**src/rtl/vx_fp_normalize.sv**
```systemverilog
// rtl/vx_fp_normalize.sv - leading-zero normalize, subnormal denormalize and overflow saturate ahead of the rounder
module vx_fp_normalize #(
    parameter int EXP_BITS  = 8,
    parameter int MAN_BITS  = 23,
    parameter int IN_MANT_W = 28,
    parameter int TAG_WIDTH = 8
) (
    input  logic                         clk,
    input  logic                         reset,
    input  logic                         valid_in,
    output logic                         ready_in,
    input  logic                         sign_in,
    input  logic [EXP_BITS+1:0]          exp_in,
    input  logic [IN_MANT_W-1:0]         mant_in,
    input  logic                         sticky_in,
    input  logic [2:0]                   rnd_mode_in,
    input  logic                         eff_sub_in,
    input  logic [TAG_WIDTH-1:0]         tag_in,
    output logic                         valid_out,
    input  logic                         ready_out,
    output logic [EXP_BITS+MAN_BITS-1:0] abs_value_out,
    output logic [1:0]                   round_sticky_out,
    output logic                         sign_out,
    output logic [2:0]                   rnd_mode_out,
    output logic                         eff_sub_out,
    output logic [TAG_WIDTH-1:0]         tag_out,
    output logic                         overflow_out
);
    localparam int EW    = EXP_BITS + 3;
    localparam int LZC_W = $clog2(IN_MANT_W + 1);
    localparam int FW    = IN_MANT_W - 1;       // mantissa bits below the hidden position
    localparam int LOW_W = FW - MAN_BITS - 1;   // bits below the round bit
    localparam logic signed [EW-1:0] ONE     = EW'(1);
    localparam logic signed [EW-1:0] EXP_MAX = EW'((1 << EXP_BITS) - 1);
    localparam logic signed [EW-1:0] RSH_MAX = EW'(IN_MANT_W);
    localparam logic [LZC_W-1:0]     LZ_ONE  = LZC_W'(1);
    localparam logic [EXP_BITS-1:0]  EXP_SAT = EXP_BITS'((1 << EXP_BITS) - 2);

    logic                  stall;
    logic                  s1_valid;
    logic                  s1_sign;
    logic [EXP_BITS+1:0]   s1_exp;
    logic [IN_MANT_W-1:0]  s1_mant;
    logic                  s1_sticky;
    logic [2:0]            s1_rnd_mode;
    logic                  s1_eff_sub;
    logic [TAG_WIDTH-1:0]  s1_tag;
    logic [LZC_W-1:0]      s1_lzc;
    logic [LZC_W-1:0]      lzc_in;

    assign stall    = valid_out & ~ready_out;
    assign ready_in = ~stall;

    // Last hit wins, so the highest set bit determines the count.
    always_comb begin
        lzc_in = LZC_W'(IN_MANT_W);
        for (int i = 0; i < IN_MANT_W; i++) begin
            if (mant_in[i]) begin
                lzc_in = LZC_W'(IN_MANT_W - 1 - i);
            end
        end
    end

    always_ff @(posedge clk or negedge reset) begin
        if (!reset) begin
            s1_valid    <= 1'b0;
            s1_sign     <= 1'b0;
            s1_exp      <= '0;
            s1_mant     <= '0;
            s1_sticky   <= 1'b0;
            s1_rnd_mode <= '0;
            s1_eff_sub  <= 1'b0;
            s1_tag      <= '0;
            s1_lzc      <= '0;
        end else if (!stall) begin
            s1_valid    <= valid_in;
            s1_sign     <= sign_in;
            s1_exp      <= exp_in;
            s1_mant     <= mant_in;
            s1_sticky   <= sticky_in;
            s1_rnd_mode <= rnd_mode_in;
            s1_eff_sub  <= eff_sub_in;
            s1_tag      <= tag_in;
            s1_lzc      <= lzc_in;
        end
    end

    logic signed [EW-1:0]    exp_s;
    logic signed [EW-1:0]    lzc_s;
    logic signed [EW-1:0]    norm_exp;
    logic signed [EW-1:0]    rsh;
    logic [LZC_W-1:0]        lshift;
    logic [2*IN_MANT_W-1:0]  wide;
    logic [FW-1:0]           frac;
    logic                    shifted_sticky;
    logic [EXP_BITS-1:0]     exp_field;
    logic [MAN_BITS-1:0]     man_field;
    logic                    round_bit;
    logic                    sticky_bit;
    logic                    ovf;

    always_comb begin
        exp_s          = {s1_exp[EXP_BITS+1], s1_exp};
        lzc_s          = EW'(s1_lzc);
        norm_exp       = exp_s - lzc_s;
        rsh            = '0;
        lshift         = s1_lzc;
        wide           = '0;
        shifted_sticky = 1'b0;
        exp_field      = '0;
        frac           = FW'(s1_mant << s1_lzc);
        if (norm_exp >= ONE) begin
            exp_field = norm_exp[EXP_BITS-1:0];
        end else if (exp_s >= ONE) begin
            lshift = exp_s[LZC_W-1:0] - LZ_ONE;
            frac   = FW'(s1_mant << lshift);
        end else begin
            // Shifting by one less than the denormalizing distance keeps the
            // always-zero hidden position out of the vector.
            rsh = -exp_s;
            if (rsh > RSH_MAX) begin
                rsh = RSH_MAX;
            end
            wide           = {s1_mant, {IN_MANT_W{1'b0}}} >> rsh;
            frac           = wide[2*IN_MANT_W-1 -: FW];
            shifted_sticky = |wide[IN_MANT_W:0];
        end
        man_field  = frac[FW-1 -: MAN_BITS];
        round_bit  = frac[LOW_W];
        sticky_bit = (|frac[LOW_W-1:0]) | shifted_sticky | s1_sticky;
        ovf        = 1'b0;
        if (s1_mant == '0) begin
            exp_field  = '0;
            man_field  = '0;
            round_bit  = 1'b0;
            sticky_bit = s1_sticky;
        end else if (norm_exp >= EXP_MAX) begin
            ovf        = 1'b1;
            exp_field  = EXP_SAT;
            man_field  = '1;
            round_bit  = 1'b1;
            sticky_bit = 1'b1;
        end
    end

    always_ff @(posedge clk or negedge reset) begin
        if (!reset) begin
            valid_out        <= 1'b0;
            abs_value_out    <= '0;
            round_sticky_out <= '0;
            sign_out         <= 1'b0;
            rnd_mode_out     <= '0;
            eff_sub_out      <= 1'b0;
            tag_out          <= '0;
            overflow_out     <= 1'b0;
        end else if (!stall) begin
            valid_out        <= s1_valid;
            abs_value_out    <= {exp_field, man_field};
            round_sticky_out <= {round_bit, sticky_bit};
            sign_out         <= s1_sign;
            rnd_mode_out     <= s1_rnd_mode;
            eff_sub_out      <= s1_eff_sub;
            tag_out          <= s1_tag;
            overflow_out     <= ovf;
        end
    end
endmodule

```
**config.mk**
```make
export PLATFORM = sky130hd
export DESIGN_NAME = vx_fp_normalize
export DESIGN_NICKNAME = d
export VERILOG_FILES = /design/src/rtl/vx_fp_normalize.sv
export SDC_FILE = /design/constraint.sdc
export NUM_CORES = 1
export LEC_CHECK = 0
export CORE_MARGIN = 3
export CORE_UTILIZATION = 60
export DETAILED_ROUTE_END_ITERATION = 16
export GPL_ROUTABILITY_DRIVEN = 1
export HOLD_SLACK_MARGIN = 0.1
export PLACE_DENSITY = 0.84
export RECOVER_POWER = 50
export SYNTH_ARGS = -nofsm -noshare
export SYNTH_HDL_FRONTEND = slang
export SYNTH_SLANG_ARGS = --single-unit
```
**constraint.sdc**
```tcl
create_clock -name clk -period 7.6 [get_ports clk]
set_input_delay 1.52 -clock clk [delete_from_list [all_inputs] [get_ports clk]]
set_output_delay 1.52 -clock clk [all_outputs]
set_load 0.005 [all_outputs]
```
==> metrics.log <==
[metrics] reg-to-reg endpoint: round_sticky_out[0]
[metrics] DRC violations left: 0
[metrics] required time at the endpoint of the critical path: approximately 7.9 ns
[metrics] Inserted Clock Buffers: 9
[metrics] library cells used by synthesis: between 70 and 80
[metrics] net count after synthesis: roughly 1,400
[metrics] number of synthesized flops with an enable pin: 0
[metrics] number of optimization iterations in the first detailed-route pass: 7
[metrics] Hold WC Path Type: register to register
[metrics] layout overhead on the synthesized area: 13.8%
[metrics] Routed Wire Length: about 38,000 um
[metrics] setup_tns: 0 ns
[metrics] post-synthesis instance total: about 1,300
[metrics] worst setup slack after placement: roughly 2.4 ns
[metrics] number of resized instances in the post-cts repair step: 0
[metrics] maximum number of pins on one net before global-route repair: 76
[metrics] number of rows in the core area: 46
[metrics] Peak VDD IR: roughly 160 uV
[metrics] worst hold margin: 0.465 ns
[metrics] syn avg cell area: roughly 7.3 um2
[metrics] hold path depth: 1
[metrics] most used flip-flop cell after synthesis: sky130_fd_sc_hd__dfrtp_1
[metrics] Pwr Density: 262 mW/mm2
[metrics] Die Footprint: about 0.018 mm2
[metrics] Num Clock Sinks: 106
[metrics] leading cell type in the layout, fill and taps excluded: sky130_fd_sc_hd__nand2_1
[metrics] final net count: ~1,400
[metrics] worst max-slew margin expressed relative to the limit: -71.5%
[metrics] measured slew at the worst slew-check pin: between 2 and 3 ns
[metrics] CP Data Arrival Time: around 5.6 ns
[metrics] Highest Clock Rate: 186 MHz
[metrics] number of max-cap violations: 1
[metrics] Buffers on Ports: 104
[metrics] TritonCTS clock tree: built
[metrics] routability cong.: 1.03
[metrics] drt wl/cell: between 20 and 25 um
[metrics] # setup viols final: 0
[metrics] final critical-path share of the clock period: a little under three quarters
[metrics] area share of the leading cell type in the synthesized netlist: a little over a quarter
[metrics] origin of the worst setup path: s1_exp[0]
[metrics] endpoint kind of the worst setup timing path: register
[metrics] clock network latency to the later pin of the worst-skew pair: ~0.37 ns
[metrics] worst reg-to-reg setup slack: 2.21 ns
[metrics] hold wc startpoint: s1_valid
[metrics] Seq cells post-synth: 106
[metrics] clock tree root driver cell: sky130_fd_sc_hd__clkbuf_16
[metrics] Final Core Density: 69.9%
[metrics] critical register-to-register path startpoint: s1_exp[0]
[metrics] number of buffers on the longest clock path: 2
[metrics] core area: approximately 0.016 mm2
[metrics] post-detailed-route via-to-cell ratio: 7.03
[metrics] Post-DRT Antenna Nets: 0
[metrics] Hold EP: valid_out
[metrics] antenna violations before repair: 0
[metrics] area of the mapped netlist: 0.00979 mm2
[metrics] leak pwr: roughly 4.7 nW
[metrics] critical path peak fanout: 28
[metrics] dpl hpwl: 27,800 um
[metrics] Inserted Diodes: 0
[metrics] floorplan die height: 134 um
[metrics] Remaining Overflow, GRT: 0
[metrics] top cells by area, synth: sky130_fd_sc_hd__dfrtp_1 27%, sky130_fd_sc_hd__nand2_1 13%, sky130_fd_sc_hd__mux2i_1 8.2%
[metrics] # hold bufs at CTS: 0
[metrics] Clock H-tree levels: 3
[metrics] die span in x: approximately 130 um
[metrics] length in cells of the worst reg-to-reg path: 12
[metrics] proportion of synthesized flip-flops having asynchronous set or reset: 100%
[metrics] library cell with the largest summed area after synthesis: sky130_fd_sc_hd__dfrtp_1
[metrics] total I/O pin count: between 100 and 150
[metrics] most frequent cells in the layout: 343 x sky130_fd_sc_hd__nand2_1, 105 x sky130_fd_sc_hd__dfrtp_1, 94 x sky130_fd_sc_hd__a21oi_1, 94 x sky130_fd_sc_hd__clkdlybuf4s50_1, 90 x sky130_fd_sc_hd__nor2_1
[metrics] Warnings, synthesis: 0
[metrics] Worst Path Class, Setup: register to register
[metrics] clock period minus worst slack: between 5 and 6 ns
[metrics] violations in the final reports: capacitance limit, slew limit
[metrics] Initial Utilization: between 60 and 70%
[metrics] number of design-rule violations left by the first detailed-router iteration: about 1,700
[metrics] wire length of the first global-routing pass: roughly 59,000 um
[metrics] critical path startpoint category: register
[metrics] global-route total usage across every layer: between 40% and 50%
[metrics] via count of the routed design: approximately 11,000
[metrics] sequential share of the synthesized area: between 20% and 30%
[metrics] minimum setup slack in the final design: 2.21 ns
[metrics] share of post-route cells with drive strength above 1: 6.99%
[metrics] RSZ-0062 raised after global routing: no
[metrics] Post CTS Setup Buffer Count: 0
[metrics] worst setup skew after layout: about 0.013 ns
[metrics] clock slew at reported path FFs: ~0.09 ns
[metrics] outcome: complete, but fails checks
[metrics] count of final max-slew check failures: 44
[metrics] final hold violation count: 0
[metrics] vias in the first global route: 10,480
[final cells by class]
| cell class | instances | area, um2 |
|---|---|---|
| multi-input combinational | 1092 | 6600 |
| sequential | 106 | 2650 |
| clock buffer | 9 | 225 |
| fill | 1361 | 4800 |
| tap | 216 | 270 |
| clock inverter | 7 | 119 |
| timing repair buffer | 125 | 1190 |
| inverter | 20 | 75.1 |
[metal layers]
layer  GRT usage, %  up-vias  wire length [um]
li1               -     4886                 -
met1           56.7     5171             14500
met2           61.6      839             16000
met3           11.4      174              4800
met4           24.1        0              2380
met5              0        -                 0
[Yosys cell counts (10+ instances only)]
library cell / instances
sky130_fd_sc_hd__mux2i_1: 80
sky130_fd_sc_hd__mux2_2: 24
sky130_fd_sc_hd__clkbuf_1: 99
sky130_fd_sc_hd__xor2_1: 10
sky130_fd_sc_hd__nor3_1: 26
sky130_fd_sc_hd__o22ai_1: 15
sky130_fd_sc_hd__o211ai_1: 13
sky130_fd_sc_hd__nor2b_1: 16
sky130_fd_sc_hd__o21ai_0: 78
sky130_fd_sc_hd__a31oi_1: 16
sky130_fd_sc_hd__dfrtp_1: 106
sky130_fd_sc_hd__o221ai_1: 10
sky130_fd_sc_hd__nand3_1: 29
sky130_fd_sc_hd__a221oi_1: 15
sky130_fd_sc_hd__nand2_1: 343
sky130_fd_sc_hd__nor4_1: 27
sky130_fd_sc_hd__mux4_2: 10
sky130_fd_sc_hd__a21oi_1: 94
sky130_fd_sc_hd__inv_1: 18
sky130_fd_sc_hd__a211oi_1: 17
sky130_fd_sc_hd__buf_1: 13
sky130_fd_sc_hd__nor2_1: 90
sky130_fd_sc_hd__and2_1: 10
[per-stage QoR]
step,power (mW),std cells,cell area [um2]
after global placement,2.30,1559,10800
after floorplan,1.74,1340,9790
final,2.92,1575,11100
after detailed placement,2.32,1559,10800
after CTS,2.87,1575,11100
after global routing,3.06,1575,11100
[critical path, stage by stage, from the launching register on]
cell and delay, ns:
sky130_fd_sc_hd__dfrtp_2 0.36, sky130_fd_sc_hd__clkinv_1 0.70, sky130_fd_sc_hd__ha_1 0.69, sky130_fd_sc_hd__nor2b_1 0.21
sky130_fd_sc_hd__a31oi_1 0.79, sky130_fd_sc_hd__o41ai_1 0.21, sky130_fd_sc_hd__a21oi_1 0.59, sky130_fd_sc_hd__o221ai_1 0.27
sky130_fd_sc_hd__a211oi_2 0.31, sky130_fd_sc_hd__or4b_1 0.49, sky130_fd_sc_hd__a2111oi_2 0.39, sky130_fd_sc_hd__a221o_1 0.17
sky130_fd_sc_hd__a31oi_1 0.09
[logic make-up (layout without fill, tap and decap cells)]
kind of cell,Yosys count,count (layout),synth area share [%]
AOI/OAI and AO/OA,371,371,25.5
xor gates and xnor gates,14,14,1.25
adders and majority gates,9,9,1.23
buffers and inverters,142,161,5.64
muxes,114,114,13.2
DFF,106,106,27.1
and+or+nand+nor,584,584,26.1
[report_power, final]
| part | internal [mW] | switching (mW) |
|---|---|---|
| registers | 0.681 | 0.165 |
| logic | 0.613 | 0.911 |
| clock network | 0.301 | 0.251 |
| total | 1.59 | 1.33 |
[flip-flops by register name (all words and copies together), names as in the netlist]
name and flops:
s1_exp 10, s1_sign 1, round_sticky_out 2, s1_valid 1
tag_out 8, s1_mant 28, s1_eff_sub 1, rnd_mode_out 3
s1_tag 8, s1_sticky 1, s1_rnd_mode 3, sign_out 1
valid_out 1, eff_sub_out 1, overflow_out 1, s1_lzc 5
abs_value_out 31
[worst max-delay path by stage]
| stage | endpoint | slack, ns | cells after the start |
|---|---|---|---|
| CTS | round_sticky_out[0] | 2.35 | 12 |
| detailed placement | round_sticky_out[0] | 2.35 | 12 |
| finish | round_sticky_out[0] | 2.21 | 12 |
| global route | round_sticky_out[0] | 1.83 | 12 |
| floorplan | round_sticky_out[0] | 3.25 | 17 |
| global placement | round_sticky_out[0] | 2.54 | 12 |
(Power assumes the default switching activity.)
